[src/rtl/riscv_decode_pkg.sv]
// rtl/riscv_decode_pkg.sv - RV32I decode constants, ALU op enum and helpers
// RV32M_DECODE_EN widens the ALU op enum with the M-extension operations.
package riscv_decode_pkg;

    localparam logic [31:0] NOP_INSN = 32'h00000013;

    localparam logic [6:0] OPC_LUI    = 7'b0110111;
    localparam logic [6:0] OPC_AUIPC  = 7'b0010111;
    localparam logic [6:0] OPC_JAL    = 7'b1101111;
    localparam logic [6:0] OPC_JALR   = 7'b1100111;
    localparam logic [6:0] OPC_BRANCH = 7'b1100011;
    localparam logic [6:0] OPC_LOAD   = 7'b0000011;
    localparam logic [6:0] OPC_STORE  = 7'b0100011;
    localparam logic [6:0] OPC_OP_IMM = 7'b0010011;
    localparam logic [6:0] OPC_OP     = 7'b0110011;

    localparam logic [6:0] F7_BASE = 7'b0000000;
    localparam logic [6:0] F7_ALT  = 7'b0100000;
    localparam logic [6:0] F7_MEXT = 7'b0000001;

`ifdef RV32M_DECODE_EN
    localparam int ALU_OP_W = 5;
`else
    localparam int ALU_OP_W = 4;
`endif

    typedef enum logic [ALU_OP_W-1:0] {
        ALU_ADD, ALU_SUB, ALU_SLL, ALU_SLT, ALU_SLTU, ALU_XOR,
        ALU_SRL, ALU_SRA, ALU_OR, ALU_AND, ALU_PASSB
`ifdef RV32M_DECODE_EN
        , ALU_MUL, ALU_MULH, ALU_MULHSU, ALU_MULHU,
        ALU_DIV, ALU_DIVU, ALU_REM, ALU_REMU
`endif
    } alu_op_e;

    typedef enum logic [2:0] {
        IMM_NONE, IMM_I, IMM_S, IMM_B, IMM_U, IMM_J
    } imm_type_e;

    // alt selects SUB/SRA; callers only set it where that encoding is legal.
    function automatic alu_op_e alu_from_funct3(input logic [2:0] funct3, input logic alt);
        case (funct3)
            3'b000:  return alt ? ALU_SUB : ALU_ADD;
            3'b001:  return ALU_SLL;
            3'b010:  return ALU_SLT;
            3'b011:  return ALU_SLTU;
            3'b100:  return ALU_XOR;
            3'b101:  return alt ? ALU_SRA : ALU_SRL;
            3'b110:  return ALU_OR;
            default: return ALU_AND;
        endcase
    endfunction

`ifdef RV32M_DECODE_EN
    function automatic alu_op_e alu_from_mext(input logic [2:0] funct3);
        case (funct3)
            3'b000:  return ALU_MUL;
            3'b001:  return ALU_MULH;
            3'b010:  return ALU_MULHSU;
            3'b011:  return ALU_MULHU;
            3'b100:  return ALU_DIV;
            3'b101:  return ALU_DIVU;
            3'b110:  return ALU_REM;
            default: return ALU_REMU;
        endcase
    endfunction
`endif

endpackage

[src/rtl/instruction_decode_stage_register_file.sv]
// rtl/instruction_decode_stage_register_file.sv - 32x32 register file with x0 rule and write-first bypass
module register_file
    import riscv_decode_pkg::*;
#(
    parameter int XLEN = 32
) (
    input  logic            clk,
    input  logic            rst,
    input  logic [4:0]      rs1_addr_i,
    input  logic [4:0]      rs2_addr_i,
    output logic [XLEN-1:0] rs1_data_o,
    output logic [XLEN-1:0] rs2_data_o,
    input  logic            we_i,
    input  logic [4:0]      wa_i,
    input  logic [XLEN-1:0] wd_i
);

    logic [XLEN-1:0] regs_q [32];

    always_ff @(posedge clk) begin
        if (!rst) begin
            for (int i = 0; i < 32; i++) begin
                regs_q[i] <= '0;
            end
        end else if (we_i && (wa_i != 5'd0)) begin
            regs_q[wa_i] <= wd_i;
        end
    end

    // A same-cycle write wins over the stored value so WB needs no extra forwarding path.
    always_comb begin
        rs1_data_o = '0;
        rs2_data_o = '0;
        if (rs1_addr_i != 5'd0) begin
            rs1_data_o = (we_i && (wa_i == rs1_addr_i)) ? wd_i : regs_q[rs1_addr_i];
        end
        if (rs2_addr_i != 5'd0) begin
            rs2_data_o = (we_i && (wa_i == rs2_addr_i)) ? wd_i : regs_q[rs2_addr_i];
        end
    end

endmodule

[src/rtl/instruction_decode_stage.sv]
// rtl/instruction_decode_stage.sv - RV32I IF/ID latch, decoder and register file (RV32M_DECODE_EN adds M decode)
module instruction_decode_stage #(
    parameter int          XLEN     = 32,
    parameter logic [31:0] NOP_INSN = riscv_decode_pkg::NOP_INSN
) (
    input  logic                               clk,
    input  logic                               rst,
    input  logic                               stall_id,
    input  logic                               flush_id,
    input  logic [XLEN-1:0]                    if_pc,
    input  logic [31:0]                        if_instruction,
    input  logic [XLEN-1:0]                    if_pc_plus_4,
    input  logic                               wb_reg_write,
    input  logic [4:0]                         wb_rd,
    input  logic [XLEN-1:0]                    wb_data,
    output logic                               id_valid,
    output logic [XLEN-1:0]                    id_pc,
    output logic [XLEN-1:0]                    id_pc_plus_4,
    output logic [4:0]                         id_rs1,
    output logic [4:0]                         id_rs2,
    output logic [4:0]                         id_rd,
    output logic [XLEN-1:0]                    id_rs1_data,
    output logic [XLEN-1:0]                    id_rs2_data,
    output logic [XLEN-1:0]                    id_imm,
    output logic [2:0]                         id_funct3,
    output logic [riscv_decode_pkg::ALU_OP_W-1:0] id_alu_op,
    output logic                               id_alu_src,
    output logic                               id_mem_read,
    output logic                               id_mem_write,
    output logic                               id_mem_to_reg,
    output logic                               id_reg_write,
    output logic                               id_branch,
    output logic                               id_jump,
    output logic                               id_jalr,
    output logic                               id_illegal
);
    import riscv_decode_pkg::*;

    logic [XLEN-1:0] pc_q, pc_d, pc4_q, pc4_d;
    logic [31:0]     instr_q, instr_d;
    logic            valid_q, valid_d;

    always_comb begin
        pc_d    = pc_q;
        pc4_d   = pc4_q;
        instr_d = instr_q;
        valid_d = valid_q;
        if (flush_id) begin
            instr_d = NOP_INSN;
            valid_d = 1'b0;
        end else if (!stall_id) begin
            pc_d    = if_pc;
            pc4_d   = if_pc_plus_4;
            instr_d = if_instruction;
            valid_d = 1'b1;
        end
    end

    always_ff @(posedge clk) begin
        if (!rst) begin
            pc_q    <= '0;
            pc4_q   <= '0;
            instr_q <= NOP_INSN;
            valid_q <= 1'b0;
        end else begin
            pc_q    <= pc_d;
            pc4_q   <= pc4_d;
            instr_q <= instr_d;
            valid_q <= valid_d;
        end
    end

    logic [6:0] opcode, funct7;
    logic [2:0] funct3;
    assign opcode = instr_q[6:0];
    assign funct3 = instr_q[14:12];
    assign funct7 = instr_q[31:25];

    imm_type_e imm_type;
    alu_op_e   alu_op;
    logic      alu_src, mem_read, mem_write, mem_to_reg, reg_write;
    logic      branch, jump, jalr, illegal;

    always_comb begin
        imm_type   = IMM_NONE;
        alu_op     = ALU_ADD;
        alu_src    = 1'b0;
        mem_read   = 1'b0;
        mem_write  = 1'b0;
        mem_to_reg = 1'b0;
        reg_write  = 1'b0;
        branch     = 1'b0;
        jump       = 1'b0;
        jalr       = 1'b0;
        illegal    = 1'b0;
        case (opcode)
            OPC_OP: begin
                reg_write = 1'b1;
                if (funct7 == F7_BASE) begin
                    alu_op = alu_from_funct3(funct3, 1'b0);
                end else if (funct7 == F7_ALT && (funct3 == 3'b000 || funct3 == 3'b101)) begin
                    alu_op = alu_from_funct3(funct3, 1'b1);
`ifdef RV32M_DECODE_EN
                end else if (funct7 == F7_MEXT) begin
                    alu_op = alu_from_mext(funct3);
`endif
                end else begin
                    illegal = 1'b1;
                end
            end
            OPC_OP_IMM: begin
                imm_type  = IMM_I;
                alu_src   = 1'b1;
                reg_write = 1'b1;
                // Shift immediates borrow funct7 to distinguish SRLI/SRAI.
                if (funct3 == 3'b001) begin
                    alu_op  = ALU_SLL;
                    illegal = (funct7 != F7_BASE);
                end else if (funct3 == 3'b101) begin
                    alu_op  = (funct7 == F7_ALT) ? ALU_SRA : ALU_SRL;
                    illegal = (funct7 != F7_BASE) && (funct7 != F7_ALT);
                end else begin
                    alu_op = alu_from_funct3(funct3, 1'b0);
                end
            end
            OPC_LOAD: begin
                imm_type   = IMM_I;
                alu_src    = 1'b1;
                mem_read   = 1'b1;
                mem_to_reg = 1'b1;
                reg_write  = 1'b1;
                illegal    = (funct3 == 3'b011) || (funct3 == 3'b110) || (funct3 == 3'b111);
            end
            OPC_STORE: begin
                imm_type  = IMM_S;
                alu_src   = 1'b1;
                mem_write = 1'b1;
                illegal   = (funct3 > 3'b010);
            end
            OPC_BRANCH: begin
                imm_type = IMM_B;
                alu_op   = ALU_SUB;
                branch   = 1'b1;
                illegal  = (funct3 == 3'b010) || (funct3 == 3'b011);
            end
            OPC_JAL: begin
                imm_type  = IMM_J;
                jump      = 1'b1;
                reg_write = 1'b1;
            end
            OPC_JALR: begin
                imm_type  = IMM_I;
                jalr      = 1'b1;
                alu_src   = 1'b1;
                reg_write = 1'b1;
                illegal   = (funct3 != 3'b000);
            end
            OPC_LUI: begin
                imm_type  = IMM_U;
                alu_op    = ALU_PASSB;
                alu_src   = 1'b1;
                reg_write = 1'b1;
            end
            OPC_AUIPC: begin
                imm_type  = IMM_U;
                alu_src   = 1'b1;
                reg_write = 1'b1;
            end
            default: illegal = 1'b1;
        endcase
    end

    always_comb begin
        case (imm_type)
            IMM_I:   id_imm = {{20{instr_q[31]}}, instr_q[31:20]};
            IMM_S:   id_imm = {{20{instr_q[31]}}, instr_q[31:25], instr_q[11:7]};
            IMM_B:   id_imm = {{19{instr_q[31]}}, instr_q[31], instr_q[7], instr_q[30:25], instr_q[11:8], 1'b0};
            IMM_U:   id_imm = {instr_q[31:12], 12'b0};
            IMM_J:   id_imm = {{11{instr_q[31]}}, instr_q[31], instr_q[19:12], instr_q[20], instr_q[30:21], 1'b0};
            default: id_imm = '0;
        endcase
    end

    // Bubbles and illegal encodings must not disturb architectural state downstream.
    logic kill;
    assign kill = !valid_q || illegal;

    assign id_valid      = valid_q;
    assign id_pc         = pc_q;
    assign id_pc_plus_4  = pc4_q;
    assign id_rs1        = instr_q[19:15];
    assign id_rs2        = instr_q[24:20];
    assign id_rd         = instr_q[11:7];
    assign id_funct3     = funct3;
    assign id_alu_op     = kill ? ALU_ADD : alu_op;
    assign id_alu_src    = alu_src    && !kill;
    assign id_mem_read   = mem_read   && !kill;
    assign id_mem_write  = mem_write  && !kill;
    assign id_mem_to_reg = mem_to_reg && !kill;
    assign id_reg_write  = reg_write  && !kill;
    assign id_branch     = branch     && !kill;
    assign id_jump       = jump       && !kill;
    assign id_jalr       = jalr       && !kill;
    assign id_illegal    = valid_q    && illegal;

    register_file #(.XLEN(XLEN)) u_register_file (
        .clk        (clk),
        .rst        (rst),
        .rs1_addr_i (instr_q[19:15]),
        .rs2_addr_i (instr_q[24:20]),
        .rs1_data_o (id_rs1_data),
        .rs2_data_o (id_rs2_data),
        .we_i       (wb_reg_write),
        .wa_i       (wb_rd),
        .wd_i       (wb_data)
    );

endmodule

[config.mk]
export PLATFORM = sky130hd
export DESIGN_NAME = instruction_decode_stage
export DESIGN_NICKNAME = d
export VERILOG_FILES = /design/src/rtl/riscv_decode_pkg.sv /design/src/rtl/instruction_decode_stage_register_file.sv /design/src/rtl/instruction_decode_stage.sv
export SDC_FILE = /design/constraint.sdc
export NUM_CORES = 2
export LEC_CHECK = 0
export BUFFER_PORTS_ARGS = -buffer_cell sky130_fd_sc_hd__buf_2
export CAP_MARGIN = 10
export CORE_UTILIZATION = 46
export DETAILED_ROUTE_END_ITERATION = 8
export PLACE_DENSITY = 0.72
export RECOVER_POWER = 100
export SYNTH_ARGS = -nofsm -noshare
export SYNTH_HDL_FRONTEND = slang
export SYNTH_SLANG_ARGS = --single-unit
[constraint.sdc]
create_clock -name clk -period 3.5 [get_ports clk]
set_clock_uncertainty 0.15 [all_clocks]
set_input_delay 0 -clock clk [delete_from_list [all_inputs] [get_ports clk]]
set_output_delay 0 -clock clk [all_outputs]
set_load 0.02 [all_outputs]
Yosys cells after proc, flatten, opt, wreduce, memory -nomap -nowiden
Memory sizes are Yosys's and may differ from the RTL's. A register that Yosys moved wholly into a read port is not among the register bits.
Index checks and enable logic that the tools add are counted.
{ "op_classes": {"eq_ne": 25, "reduce_logical": 35, "n_mux": 39, "bitwise_logic": 3, "magnitude_cmp": 1} }
{ "ops": {"columns": ["operator", "count"], "rows": [
  ["32-bit two-way mux", 5],
  ["32-bit case mux with 5 select lines", 1],
  ["4-bit case mux with 7 select lines", 2],
  ["32-bit OR reduction", 1],
  ["7-bit by 6-bit equality test with 1-bit output (second input constant)", 4],
  ["5-bit two-way mux", 5],
  ["7-bit equality test (second input constant)", 3],
  ["4-bit two-way mux", 5],
  ["4-bit case mux with 5 select lines", 1],
  ["3-bit equality test (second input constant)", 6],
  ["1-bit two-way mux", 17],
  ["4-bit case mux with 4 select lines", 1],
  ["3-bit case mux with 5 select lines", 1],
  ["5-bit nonzero test", 3],
  ["7-bit by 5-bit equality test with 1-bit output (second input constant)", 2],
  ["1-bit logical AND", 13],
  ["3-bit by 2-bit equality test with 1-bit output (second input constant)", 4],
  ["5-bit equality test", 2],
  ["7-bit by 2-bit equality test with 1-bit output (second input constant)", 1],
  ["7-bit zero test", 1],
  ["7-bit by 6-bit inequality test with 1-bit output (second input constant)", 1],
  ["1-bit case mux with 7 select lines", 1],
  ["7-bit nonzero test", 1],
  ["7-bit OR reduction", 1],
  ["other kinds (11)", 21]
]} }
{ "word_totals": {"ram_bits": 1024, "regBits": 97, "mem_count": 1, "out_inout_bits": 192} }
{ "mem_list": {"columns": ["name", "depth", "width", "rd", "rd_ports_with_merged_regs", "write_ports", "line", "text"], "rows": [
  ["u_register_file.regs_q", 32, 32, 2, 2, 32, "instruction_decode_stage_register_file.sv:18", "logic [XLEN-1:0] regs_q [32];"]
]} }

Logic depth before layout (Yosys ltp)
{ "logic_depth": {"ltp_word": 9, "ltp_mapped": 11, "ltp_nobuf": 6} }

By module
From an unflattened synthesis, not the netlist that was laid out.
{ "hier_totals": {"cells_unflattened": 4519, "area_unflattened_um2": 60026.3} }
{ "by_module_without_submodules": {"columns": ["mod", "area_each_um2", "cells_each", "n_inst"], "rows": [
  ["register_file", 55525.8, 3973, 1],
  ["instruction_decode_stage", 4500.6, 546, 1]
]} }

Least setup slack after synthesis
OpenSTA, ideal clock, no wires.
{ "synth_timing": {"path_type": "input-to-reg", "startpoint": "input wb_rd[2]", "endpoint": "memory u_register_file.regs_q[12][0] (enable)", "path_slack_ns": -0.236, "path_stages": 6, "arrival_ns": 3.120, "n_path_buf": 3, "cell_sequence": "buf_2 > or3_1 > clkbuf_1 > nand3b_1 > buf_2 > o21ai_0"} }
{ "synth_lines": {"columns": ["element", "line", "text"], "rows": [
  ["from (decl)", "instruction_decode_stage.sv:14", "input logic [4:0] wb_rd,"],
  ["to (decl)", "instruction_decode_stage_register_file.sv:18", null]
]} }

==> out/metrics.cfg <==
[clock_tree]
htreeDepth=3
clk_pin_slew_worst_paths_ns=0.06
clockBufferDepth=3
cts_root_buf=clkbuf_16
cts_tree=built
clkLatencyLatePin_ns=0.77
numCtsBuffers=121
clock_sinks=1131

[finish]
synthToLayoutAreaGrowth_pct=19.1
finish.instance_area_um2=72500
fillCellCount=10400
post-route-util_pct=55.2
drive_above_1_share_pct=19.6
multi_input_area_um2=26000
nNetsFinal=5415
seqCellArea_um2=32900

[route]
drt_pass1_iterations=8
vias=47700
drt-initial-drc-count=7394
detail_route.vias_per_cell=6.68
dr_wl_met2_mm=102
highest_layer=met5
wl_met3_mm=34.3
drt-wirelength-per-cell_um=32.5
finalWirelength_mm=232
wl_met1_mm=80.4
postRouteAntennaNets=0
drcViolationCount=0

[critical_path]
r2r_cells=4
crit_chain=dlygate4sd3_1, clkbuf_1, or3_1, nand3b_1, nor2_1, clkbuf_2, and2_1
reg2reg_to=instr_q[13]
cp_data_required_time_ns=3.93
rrSetupSlack_ns=1.21
worstSetupStartpointType=input pin
path_depth=7
path_class=in -> reg
path_buf_inv=3
timing.rr.start=instr_q[13]
end_kind=flip-flop
crit_slowest_cell=nor2_1
arrival_ns=4.02
worstPathMaxFanout=20
setup.worst_path.end=u_register_file.regs_q[16][1]
timing.critical_path.from=wb_rd[2]
max_stage_delay_ns=1.42
path_delay_family=simple AND/OR/NAND/NOR gates

[die]
die_height_um=366
die_w_um=366
core_area_um2=131000
rows=133
io_pins=330
die_area_um2=134000
start_util_pct=46.4

[power]
leakage_uw=0.0243
p_int_uw=24200
switching_share_pct=25.7
finalPower_uw=32600
power_frac_comb_pct=12.1
power_switching_uw=8380
ir_drop_mv=0.462
power_frac_seq_pct=48.7
clkPwrFrac_pct=39.2
power_density_nw_per_um2=450

[timing]
worst_pin_slew_ns=2.39
finalCritPeriodShare_pct=103
fin_ws_ns=-0.0963
rsz0062_at_grt=true
clock.fmax_ghz=0.278
finalMaxSlewViolations=1058
final-hold-violation-count=0
min_period_ns=3.60
setup_violations=22
max_slew_margin_pct=-59.7

[status]
violations=max-capacitance violations, max-slew violations, negative setup slack
outcome=finished, violations left

[yosys]
netlist_instances=4693
post_synth.cell_area_avg_um2=13.0
synthArstFlopShare_pct=0
ys.warnings.count=0
ys_seq_area_share_pct=54.0
netlist_area_um2=60900
yosysUniqueCellTypes=70
ys_ff_latch=1131
synth_flop_cell=edfxtp_1
synth_edf_count=1024

[grt]
grt_pass1_vias=46500
grt_max_degree=87
gr-total-overflow=0
grt_pass1_wl_mm=324
antenna_found_initial=25
grtUsageTotal_pct=33.4

[place]
io_buffer_count=329
placed_cell_area_um2=65400
place_ws_ns=0.470
dp_hpwl_mm=130
place.gp.congestion=0.919

[worst_hold_path]
hold_path_class=in -> reg

[run]
drv_cap=39

-- stage by stage --
stage | hold WS [ns] | instances | setup TNS, ns
finish | 0.112 | 7138 | -0.383
detailed placement | 0.0881 | 6540 | 0
global placement | 0.0764 | 6540 | 0
floorplan | -0.0140 | 4724 | -61.22
CTS | 0.0183 | 7106 | -0.0419
global route | 0.0992 | 7128 | -0.700
-- power groups by stage --
stage | combinational [µW] | sequential [µW] | clock, µW
2_1_floorplan | 2120 | 16000 | 0
3_3_place_gp | 3490 | 16100 | 0
3_5_place_dp | 3520 | 16100 | 0
4_1_cts | 3820 | 15800 | 12700
5_1_grt | 4060 | 15900 | 13200
6_report | 3960 | 15900 | 12800
-- Yosys cell counts (19+ instances only) --
| master | number | share of area, % |
|---|---|---|
| a221o_1 | 67 | 1.1 |
| clkbuf_1 | 336 | 2.1 |
| a21oi_1 | 157 | 1.3 |
| a21o_1 | 22 | 0.27 |
| buf_6 | 37 | 0.68 |
| o21ai_0 | 139 | 1.1 |
| and2_1 | 1003 | 10 |
| mux4_2 | 298 | 11 |
| mux2i_1 | 468 | 7.7 |
| dfxtp_1 | 107 | 3.5 |
| buf_4 | 48 | 0.59 |
| a221oi_1 | 132 | 1.9 |
| nand3_1 | 76 | 0.62 |
| edfxtp_1 | 1024 | 51 |
| buf_2 | 43 | 0.35 |
| nor2_1 | 182 | 1.1 |
| nand2_1 | 204 | 1.3 |
| nand2b_1 | 26 | 0.27 |
| a22o_1 | 21 | 0.30 |
| buf_1 | 19 | 0.12 |
| a22oi_1 | 83 | 1.0 |
-- flip-flops by register name, indices dropped and copies added, names as in the netlist, named ones only --
signal and count:
u_register_file.regs_q 1024, id_pc 32, id_pc_plus_4 32, instr_q 32, id_valid 1
-- tightest hold or removal path, delay by kind of cell --
kind / cells / cell delay [ns]
simple gates: 2 / 0.27
buf+inv: 2 / 0.68
-- worst min path at each step --
stage | start | endpoint | cells past startpoint
after CTS | rst | instr_q[17] | 4
after floorplan | if_pc[0] | id_pc[0] | 2
after global placement | if_instruction[11] | instr_q[11] | 3
after global routing | flush_id | flip-flop | 4
after detailed placement | if_instruction[11] | instr_q[11] | 3
final | flush_id | flip-flop | 4
-- cells in the final DEF (no fill, tap or decap), types with 14 or more instances in the layout --
master,n
clkinv_2,16
o21ai_4,19
mux2i_1,468
and2_0,361
a21oi_1,156
buf_4,108
mux4_2,298
o21ai_1,16
and2_1,640
conb_1,32
o21ai_0,111
a22oi_1,81
clkbuf_2,88
dfxtp_1,96
nor2_4,25
buf_6,14
o211ai_1,18
edfxtp_1,1024
buf_12,34
dlygate4sd3_1,331
clkinv_1,25
clkbuf_1,160
clkbuf_16,131
buf_2,194
nand2b_1,26
a221o_1,66
nor2_1,151
a221oi_1,126
nand2_1,203
a22o_1,20
nand3_1,76
a21o_1,22
-- cell families after synthesis --
group | count (synthesis) | share of synthesized area [%]
buffers and inverters | 509 | 4.30
XOR/XNOR | 11 | 0.158
flip-flops | 1131 | 54.0
other | 1 | 0.00616
multiplexers | 766 | 18.7
AO/OA/AOI/OAI | 726 | 8.50
AND/OR/NAND/NOR | 1549 | 14.3
-- repair_timing --
action / 4_1_cts / 5_1_grt
gates cloned: 4 / 7
setup buffers: 14 / 13
gates resized for setup: 18 / 45
endpoints found under the setup margin: 50 / 52
hold buffers: 331 / 0
hold endpoints to repair: 1102 / 0
pin swaps: 2 / 3
-- cell type report --
type | count | area share [%]
sequential | 1131 | 45.4
multi-input combinational | 3087 | 35.9
timing repair buffer | 925 | 10.2
clock buffer | 160 | 4.63
tap | 1755 | 3.03
clock inverter | 57 | 0.711
inverter | 11 | 0.0673
antenna | 12 | 0.0414
-- layer usage --
layer | track usage, % | vias up
met4 | 19.0 | 16
met1 | 42.7 | 23400
met3 | 9.71 | 1007
met5 | 0 | -
li1 | - | 18800
met2 | 50.7 | 4405
Power figures use the tool's default switching activity.
